<file path="config.mk">
export PLATFORM = sky130hd
export DESIGN_NAME = div_seq_flat
export DESIGN_NICKNAME = d
export VERILOG_FILES = /design/src/rtl/div_seq_if.sv /design/src/rtl/div_seq.sv /design/src/flat_wrapper.sv
export SDC_FILE = /design/constraint.sdc
export NUM_CORES = 1
export LEC_CHECK = 0
export ABC_AREA = 1
export CORE_ASPECT_RATIO = 1.2
export CORE_MARGIN = 2
export CORE_UTILIZATION = 40
export CTS_CLUSTER_DIAMETER = 150
export DETAILED_ROUTE_END_ITERATION = 10
export HOLD_SLACK_MARGIN = 0.15
export PLACE_DENSITY_LB_ADDON = 0.15
export SETUP_SLACK_MARGIN = 0.1
export SLEW_MARGIN = 20
export SYNTH_ARGS = -nofsm -noshare
export SYNTH_HDL_FRONTEND = slang
export SYNTH_SLANG_ARGS = --single-unit
</file>
<file path="constraint.sdc">
create_clock -name clk -period 1.65 [get_ports clk]
set_clock_uncertainty 0.05 [all_clocks]
set_input_delay 0.165 -clock clk [delete_from_list [all_inputs] [get_ports clk]]
set_output_delay 0.165 -clock clk [all_outputs]
set_load 0.02 [all_outputs]
</file>
<file path="src/rtl/div_seq_if.sv">
// div_seq_if: start/ready handshake and operand/result bus for the div_seq divider.
//   calc  : start request (master -> slave)
//   a     : 2W-bit dividend (master -> slave)
//   b     : W-bit divisor (master -> slave)
//   q     : 2W-bit quotient (slave -> master)
//   r     : W-bit remainder (slave -> master)
//   busy  : operation in progress (slave -> master)
//   rdy   : one-cycle completion pulse (slave -> master)
//   dz    : divide-by-zero flag (slave -> master)
interface div_seq_if #(
    parameter int unsigned W = 8
);
    logic             calc;
    logic [2*W-1:0]   a;
    logic [W-1:0]     b;
    logic [2*W-1:0]   q;
    logic [W-1:0]     r;
    logic             busy;
    logic             rdy;
    logic             dz;

    modport master (
        output calc, a, b,
        input  q, r, busy, rdy, dz
    );

    modport slave (
        input  calc, a, b,
        output q, r, busy, rdy, dz
    );
endinterface

</file>
<file path="src/rtl/div_seq.sv">
// div_seq: sequential unsigned restoring divider, one quotient bit per clock.
// Divides a 2W-bit dividend by a W-bit divisor giving a 2W-bit quotient and a
// W-bit remainder. A calc pulse in IDLE or DONE starts an operation; rdy pulses
// for one cycle when q/r are updated (17 clocks of latency for W=8).
// Ports:
//   clk  : clock, rising edge
//   rst  : synchronous active-high reset
//   bus  : div_seq_if.slave (calc, a, b in; q, r, busy, rdy, dz out)
// Optional feature macro: DIV_SEQ_DZ_CHK_EN
//   defined   : b==0 skips the iterations, completes next cycle with dz=1
//   undefined : dz tied to 0, b==0 runs the full iteration sequence
module div_seq #(
    parameter int unsigned W = 8
) (
    input  logic      clk,
    input  logic      rst,
    div_seq_if.slave  bus
);
    localparam int unsigned DW = 2 * W;
    localparam int unsigned CW = $clog2(DW);

    typedef enum logic [1:0] {
        StIdle,
        StRun,
        StDone
    } state_e;

    state_e          r_state;
    state_e          w_state_nx;
    state_e          w_start_st;

    logic [DW-1:0]   r_dvd;
    logic [DW-1:0]   r_quo;
    logic [DW-1:0]   r_q;
    logic [W-1:0]    r_dvs;
    logic [W-1:0]    r_r;
    logic [W:0]      r_pr;
    logic [CW-1:0]   r_cnt;

    logic            w_accept;
    logic            w_last;
    logic [W:0]      w_pr_sh;
    logic            w_ge;
    logic [W:0]      w_pr_nx;
    logic [DW-1:0]   w_quo_nx;

    // Operations are accepted in IDLE and DONE; calc during RUN is ignored.
    assign w_accept = bus.calc && (r_state != StRun);
    assign w_last   = (r_state == StRun) && (r_cnt == CW'(DW - 1));

    // One restoring step: bring in the next dividend bit, trial-subtract.
    assign w_pr_sh  = {r_pr[W-1:0], r_dvd[DW-1]};
    assign w_ge     = (w_pr_sh >= {1'b0, r_dvs});
    assign w_pr_nx  = w_ge ? (w_pr_sh - {1'b0, r_dvs}) : w_pr_sh;
    assign w_quo_nx = {r_quo[DW-2:0], w_ge};

`ifdef DIV_SEQ_DZ_CHK_EN
    logic w_zero;
    logic r_dz;

    assign w_zero     = (bus.b == '0);
    assign w_start_st = w_zero ? StDone : StRun;
`else
    assign w_start_st = StRun;
`endif

    // State register.
    always_ff @(posedge clk) begin
        if (rst) begin
            r_state <= StIdle;
        end else begin
            r_state <= w_state_nx;
        end
    end

    // Next-state logic.
    always_comb begin
        w_state_nx = r_state;
        case (r_state)
            StIdle: begin
                if (w_accept) begin
                    w_state_nx = w_start_st;
                end
            end
            StRun: begin
                if (w_last) begin
                    w_state_nx = StDone;
                end
            end
            StDone: begin
                w_state_nx = w_accept ? w_start_st : StIdle;
            end
            default: begin
                w_state_nx = StIdle;
            end
        endcase
    end

    // Datapath.
    always_ff @(posedge clk) begin
        if (rst) begin
            r_dvd <= '0;
            r_dvs <= '0;
            r_pr  <= '0;
            r_quo <= '0;
            r_cnt <= '0;
            r_q   <= '0;
            r_r   <= '0;
`ifdef DIV_SEQ_DZ_CHK_EN
            r_dz  <= 1'b0;
`endif
        end else if (w_accept) begin
            r_dvd <= bus.a;
            r_dvs <= bus.b;
            r_pr  <= '0;
            r_quo <= '0;
            r_cnt <= '0;
`ifdef DIV_SEQ_DZ_CHK_EN
            // Zero divisor completes immediately with the natural result.
            if (w_zero) begin
                r_q  <= '1;
                r_r  <= bus.a[W-1:0];
                r_dz <= 1'b1;
            end
`endif
        end else if (r_state == StRun) begin
            r_dvd <= r_dvd << 1;
            r_pr  <= w_pr_nx;
            r_quo <= w_quo_nx;
            r_cnt <= r_cnt + 1'b1;
            // Results are published only at completion so q/r hold during RUN.
            if (w_last) begin
                r_q  <= w_quo_nx;
                r_r  <= w_pr_nx[W-1:0];
`ifdef DIV_SEQ_DZ_CHK_EN
                r_dz <= 1'b0;
`endif
            end
        end
    end

    assign bus.q    = r_q;
    assign bus.r    = r_r;
    assign bus.busy = (r_state == StRun);
    assign bus.rdy  = (r_state == StDone);
`ifdef DIV_SEQ_DZ_CHK_EN
    assign bus.dz   = r_dz;
`else
    assign bus.dz   = 1'b0;
`endif
endmodule

</file>
<file path="src/flat_wrapper.sv">
// flat-port wrapper written by rule: the top's interface ports become plain ports
module div_seq_flat 
#(
    parameter int unsigned W = 8
)
  (clk, rst, bus_calc, bus_a, bus_b, bus_q, bus_r, bus_busy, bus_rdy, bus_dz);
  div_seq_if #(.W(W)) bus_i ();
  input  logic clk;
  input  logic rst;
  input wire logic [$bits(bus_i.calc)-1:0] bus_calc;
  input wire logic [$bits(bus_i.a)-1:0] bus_a;
  input wire logic [$bits(bus_i.b)-1:0] bus_b;
  output wire logic [$bits(bus_i.q)-1:0] bus_q;
  output wire logic [$bits(bus_i.r)-1:0] bus_r;
  output wire logic [$bits(bus_i.busy)-1:0] bus_busy;
  output wire logic [$bits(bus_i.rdy)-1:0] bus_rdy;
  output wire logic [$bits(bus_i.dz)-1:0] bus_dz;
  assign bus_i.calc = bus_calc;
  assign bus_i.a = bus_a;
  assign bus_i.b = bus_b;
  assign bus_q = bus_i.q;
  assign bus_r = bus_i.r;
  assign bus_busy = bus_i.busy;
  assign bus_rdy = bus_i.rdy;
  assign bus_dz = bus_i.dz;
  div_seq #(.W(W)) u_core (.clk(clk), .rst(rst), .bus(bus_i));
endmodule
</file>
# --- Yosys cells after proc, flatten, opt, wreduce, memory -nomap -nowiden ---
# Index checks and enable logic that the tools add are counted.
classes:
  muxes: 7
  eq_ne: 6
  bitwise: 1
  n_lt_le_gt_ge: 1
  n_reduce_logical: 7
  n_addsub: 2
ops:
  columns: ["cell", "n"]
  rows:
  - ["$mux 16", 2]
  - ["$ge 9x8->1", 1]
  - ["$mux 8", 1]
  - ["$sub 8x8->8", 1]
  - ["$ne 2x1->1 const B", 3]
  - ["$pmux 2 s3", 1]
  - ["$add 4x1->4 const B", 1]
  - ["$eq 4x4->1 const B", 1]
  - ["$mux 2", 2]
  - ["$reduce_and 3->1", 1]
  - ["$eq 2x1->1 const B", 1]
  - ["$eq 2x2->1 const B", 1]
  - ["$logic_and 1x1->1", 2]
  - ["$logic_not 2->1", 1]
  - ["$reduce_and 2->1", 1]
  - ["$reduce_bool 2->1", 1]
  - ["$reduce_or 2->1", 1]
  - ["$mux 1", 1]
  - ["$not 1->1", 1]
totals:
  inputBits: 27
  reg_bits: 77
  out_inout_bits: 27
  wordCells: 32

# --- Depth between registers and ports, before layout ---
logic_depth:
  word_depth: 4
  mapped_depth: 13
  depth_no_buf: 13

# --- Worst setup path after synthesis ---
# OpenSTA, ideal clock, no wires.
synth_path:
  path_type: "register to register"
  start: "reg u_core.r_dvs[2]"
  end: "reg u_core.r_r[7] (netlist: u_core.bus.r[7])"
  t_arrival_ns: 1.504
  n_path_buf: 0
  stages_incl_launch_ff: 12
  period_less_slack_ns: 1.663
  required_time_ns: 1.491
  path_slack_ns: -0.013
  setup_time_ns: 0.109
  cell_sequence: "dfxtp_1 inv_1 ha_1 or2_1 nand3_1 nand2_1 nand2_4 nand2_8 nand2_2 nand3_1 nand2_1 inv_1"
synth_via:
  elab_chain_cells: 2
  elab_cells_between_ends: 3
  cone_classes: "1 x add/sub; 1 x order compare; 1 x mux"
synth_lines:
  columns: ["element", "line_no", "text"]
  rows:
  - ["start, declared", "div_seq.sv:35", "logic [W-1:0] r_dvs;"]
  - ["start signal, assigned", "div_seq.sv:114", "r_dvs <= bus.b;"]
  - ["$sub 8x8->8 / $ge 9x8->1 (equally long branches)", "div_seq.sv:54, div_seq.sv:53", null]
  - ["$mux 8 *", "div_seq.sv:54", "assign w_pr_nx = w_ge ? (w_pr_sh - {1'b0, r_dvs}) : w_pr_sh;"]
  - ["end signal, assigned", "div_seq.sv:134", "r_r <= w_pr_nx[W-1:0];"]
  - ["end, declared", "div_seq.sv:36", "logic [W-1:0] r_r;"]
# Mark *: on every way between the ends. The rest lies on a longest branch, timed or not.
# A chain may end at the register's enable or synchronous reset.

# --- Worst setup path in the final report ---
layout_path:
  start: "reg u_core.r_dvs[6]"
  end: "reg u_core.r_r[6] (netlist: u_core.bus.r[6])"
# Same word-level chain as after synthesis.

==> reports/summary.json <==
{
  "power_and_ir_drop": {
    "powerDensity_nw_per_um2": 924,
    "p_sw_share_pct": 33.0,
    "seq_power_share_pct": 40.8,
    "part_of_the_power_in_the_clock_network_pct": 31.4,
    "p_leak_nw": 2.60,
    "worst_vdd_drop_v": 0.000490,
    "netSwitchingPower_w": 0.00159,
    "cellInternalPower_w": 0.00322,
    "design_power_total_w": 0.00481,
    "combPwrFrac_pct": 27.8
  },
  "synth": {
    "syn_std_cell_area_sq_um": 3590,
    "ys_seq_elements": 77,
    "syn_avg_cell_area_sq_um": 7.20,
    "post-synth-top-area-fraction_pct": 42.9,
    "synth-warning-count": 0,
    "postSynthCellCount": 499,
    "synthesis.nets": 536,
    "synth_sequential_area_ratio_pct": 42.9,
    "postSynth.topFlopCell": "sky130_fd_sc_hd__dfxtp_1",
    "synth.top_cells.by_area": "sky130_fd_sc_hd__dfxtp_1 (43%), sky130_fd_sc_hd__nand2_1 (14%), sky130_fd_sc_hd__inv_1 (7.7%)",
    "ys_types": 35,
    "yosys.area.top_type": "sky130_fd_sc_hd__dfxtp_1",
    "share_of_synthesized_flip_flops_with_an_asynchronous_set_or_reset_pct": 0,
    "synth_edf_count": 0
  },
  "layout": {
    "layout.filler_cells": 784,
    "layout_overhead_on_the_synthesized_area_pct": 45.0,
    "multi_input_gate_area_sq_um": 2020,
    "most-common-layout-cells": "sky130_fd_sc_hd__nand2_1 (123), sky130_fd_sc_hd__inv_1 (62), sky130_fd_sc_hd__dfxtp_1 (62)",
    "register_area_sq_um": 1570,
    "drive_above_1_share_pct": 27.1,
    "layout.cells.most_common": "sky130_fd_sc_hd__nand2_1",
    "num_antenna_cells": 0,
    "layout.nets": 619,
    "stdcell_area_sq_um": 5210
  },
  "die": {
    "core_area_sq_um": 8660,
    "design.portCount": 54,
    "std_cell_rows": 37,
    "y_dimension_of_the_die_um": 108,
    "start_util_pct": 41.5,
    "die-width_um": 90.5,
    "design.die.area_sq_um": 9760
  },
  "sta": {
    "timing_hold_violations_final": 0,
    "timing.hold.ws_ps": 342,
    "max_freq_ghz": 0.589,
    "fin_crit_ps": 1700,
    "pnr_worst_setup_slack_ps": -47.6,
    "final.period_utilization_pct": 103,
    "setup_viol": 16,
    "rsz0062_at_grt": "yes",
    "finalMaxSlewViolations": 0
  },
  "clock_tree": {
    "cts-buffers-inserted": 9,
    "clock-sinks": 77,
    "clockBufferDepth": 2,
    "htreeDepth": 3,
    "clock_insertion_delay_worst_skew_ps": 360,
    "cts_root_buffer": "sky130_fd_sc_hd__clkbuf_8",
    "worst_setup_hold_path_clk_slew_ps": 90,
    "cts_tree": "yes"
  },
  "placed_design": {
    "finalWeightedCongestion": 0.916,
    "port_buffers": 52,
    "placedInstanceArea_sq_um": 4470,
    "detailedPlacementHpwl_mm": 6.00
  },
  "setup_path": {
    "max_fanout_on_critical_path": 4,
    "path_buf_inv": 2,
    "r2r_slack_ps": -50,
    "crit_required_ps": 1870,
    "worstPathCellList": "inv_2 > ha_4 > nand2_2 > nand2_2 > nand2_2 > nand2_2 > nor2b_4 > nand2_4 > nand2_4 > nand3_2 > nand2_1 > inv_1",
    "slowest_cell_on_crit_path": "sky130_fd_sc_hd__dfxtp_2",
    "timing.critical_path.from_type": "flip-flop",
    "critPathMostFrequentCell": "sky130_fd_sc_hd__nand2_2",
    "timing.critical_path.max_delay_family": "simple AND/OR/NAND/NOR gates",
    "critical_path.max_stage_delay_ps": 330,
    "worstSetupPathType": "flip-flop to flip-flop",
    "cp-end-kind": "flip-flop",
    "cp.arrival_ps": 1920
  },
  "route": {
    "route.detailed.vias_per_inst": 4.83,
    "dr.pass1.iters": 4,
    "finalWirelength_mm": 9.24,
    "drtIter0Drc": 84,
    "wl_per_cell_um": 13.1,
    "remaining_routing_drc_violations": 0,
    "drtAntennaViolNets": 0,
    "number_of_vias_in_the_routed_layout": 3403
  },
  "job": {
    "drv_cap": 0
  },
  "worst_hold_path": {
    "hold_path_class": "input pin to flip-flop"
  },
  "global_routing": {
    "grt_max_degree": 25,
    "first_global_vias": 3396,
    "grt_first_pass_wirelength_mm": 15.1,
    "global_route.usage.total_pct": 19.4,
    "grt_overflow_total": 0,
    "grt_antenna_before_repair": 0
  },
  "run_status": {
    "run_status": "finished with violations",
    "violations": "setup timing"
  }
}
-- layer usage --
| layer | track usage, % | routed length (um) | vias up |
|---|---|---|---|
| met2 | 35.9 | 4910 | 64 |
| met1 | 20.2 | 3650 | 1584 |
| li1 | - | - | 1733 |
| met4 | 12.4 | 335 | 0 |
| met3 | 3.36 | 337 | 22 |
| met5 | 0 | 0 | - |
-- registers in the layout (all words and copies together), names as in the netlist --
| register | flops |
|---|---|
| u_core.bus.q | 16 |
| u_core.r_dvd | 16 |
| u_core.r_quo | 15 |
| u_core.bus.r | 8 |
| u_core.r_dvs | 8 |
| u_core.r_pr | 8 |
| u_core.r_cnt | 4 |
| u_core.r_state | 2 |
-- power groups by stage --
| stage | logic [W] | clock network (W) | registers, W |
|---|---|---|---|
| after floorplan | 0.000673 | 0 | 0.00199 |
| after global placement | 0.000951 | 0 | 0.00199 |
| after detailed placement | 0.000971 | 0 | 0.00200 |
| after CTS | 0.00121 | 0.00154 | 0.00196 |
| after global routing | 0.00147 | 0.00161 | 0.00197 |
| final | 0.00134 | 0.00151 | 0.00196 |
-- synthesized netlist by cell type, types with 2 or more instances --
master                     number
sky130_fd_sc_hd__nand2_1      134
sky130_fd_sc_hd__dfxtp_1       77
sky130_fd_sc_hd__inv_1         74
sky130_fd_sc_hd__nand3_1       47
sky130_fd_sc_hd__nor2_1        44
sky130_fd_sc_hd__a21oi_1       29
sky130_fd_sc_hd__o221ai_1      14
sky130_fd_sc_hd__o21ai_0       11
sky130_fd_sc_hd__buf_2         10
sky130_fd_sc_hd__ha_1           9
sky130_fd_sc_hd__nand2_2        9
sky130_fd_sc_hd__clkbuf_1       7
sky130_fd_sc_hd__buf_4          4
sky130_fd_sc_hd__inv_2          3
sky130_fd_sc_hd__nor2_2         3
sky130_fd_sc_hd__nand2_4        2
sky130_fd_sc_hd__nor3_2         2
sky130_fd_sc_hd__xnor2_1        2
sky130_fd_sc_hd__xor2_1         2
-- worst paths after layout --
kind                                    to                           from  cells past startpoint
max           u_core.bus.r[6]$_SDFFE_PP0P_   u_core.r_dvs[6]$_SDFFE_PP0P_                     12
min           u_core.r_dvs[0]$_SDFFE_PP0P_                       bus_b[0]                      3
max reg2reg   u_core.bus.r[6]$_SDFFE_PP0P_   u_core.r_dvs[6]$_SDFFE_PP0P_                     12
min reg2reg  u_core.bus.q[11]$_SDFFE_PP0P_  u_core.r_quo[10]$_SDFFE_PP0P_                      2
-- worst register-to-register path: stages, from the launching register on --
cell and delay [ps]:
sky130_fd_sc_hd__dfxtp_2 330, sky130_fd_sc_hd__inv_2 40, sky130_fd_sc_hd__ha_4 220, sky130_fd_sc_hd__nand2_2 70, sky130_fd_sc_hd__nand2_2 60, sky130_fd_sc_hd__nand2_2 70
sky130_fd_sc_hd__nand2_2 60, sky130_fd_sc_hd__nor2b_4 270, sky130_fd_sc_hd__nand2_4 150, sky130_fd_sc_hd__nand2_4 110, sky130_fd_sc_hd__nand3_2 70, sky130_fd_sc_hd__nand2_1 60
sky130_fd_sc_hd__inv_1 40
-- per-stage QoR --
stage | cells | setup WS, ps | TNS, ps | util [%]
2_1_floorplan | 499 | 101 | 0 | -
3_3_place_gp | 674 | -77.3 | -541 | 51.7
3_5_place_dp | 674 | -99.1 | -1080 | 51.7
4_1_cts | 700 | -24.6 | -162 | 57.8
5_1_grt | 704 | -135 | -1850 | 60.2
6_report | 704 | -47.6 | -456 | 60.2
-- cell families after synthesis --
family                     count (synthesis)  share of synthesized area, %
DFF                                       77                          42.9
AOI/OAI and AO/OA                         57                          9.58
and+or+nand+nor                          249                          31.1
buffers and inverters                    101                          11.7
adders and majority gates                 10                          3.69
xor gates and xnor gates                   4                         0.975
other                                      1                         0.104
-- repair_timing --
action                                  4_1_cts  5_1_grt
hold endpoints to repair                      0        0
pin swaps                                    33       22
endpoints found under the setup margin       41       62
setup buffers                                 9        2
gates resized for setup                      62       49
gates cloned                                  1        2
hold buffers                                  0        0
-- cell type report --
| cell class | count | area share [%] |
|---|---|---|
| clock buffers | 9 | 2.38 |
| clock inverters | 7 | 1.54 |
| inverters | 78 | 5.81 |
| multi-input cells | 322 | 38.9 |
| flip-flops and latches | 77 | 30.0 |
| well taps | 117 | 2.81 |
| repair buffers | 94 | 18.6 |
No activity file was read; power rests on OpenSTA's default activity.
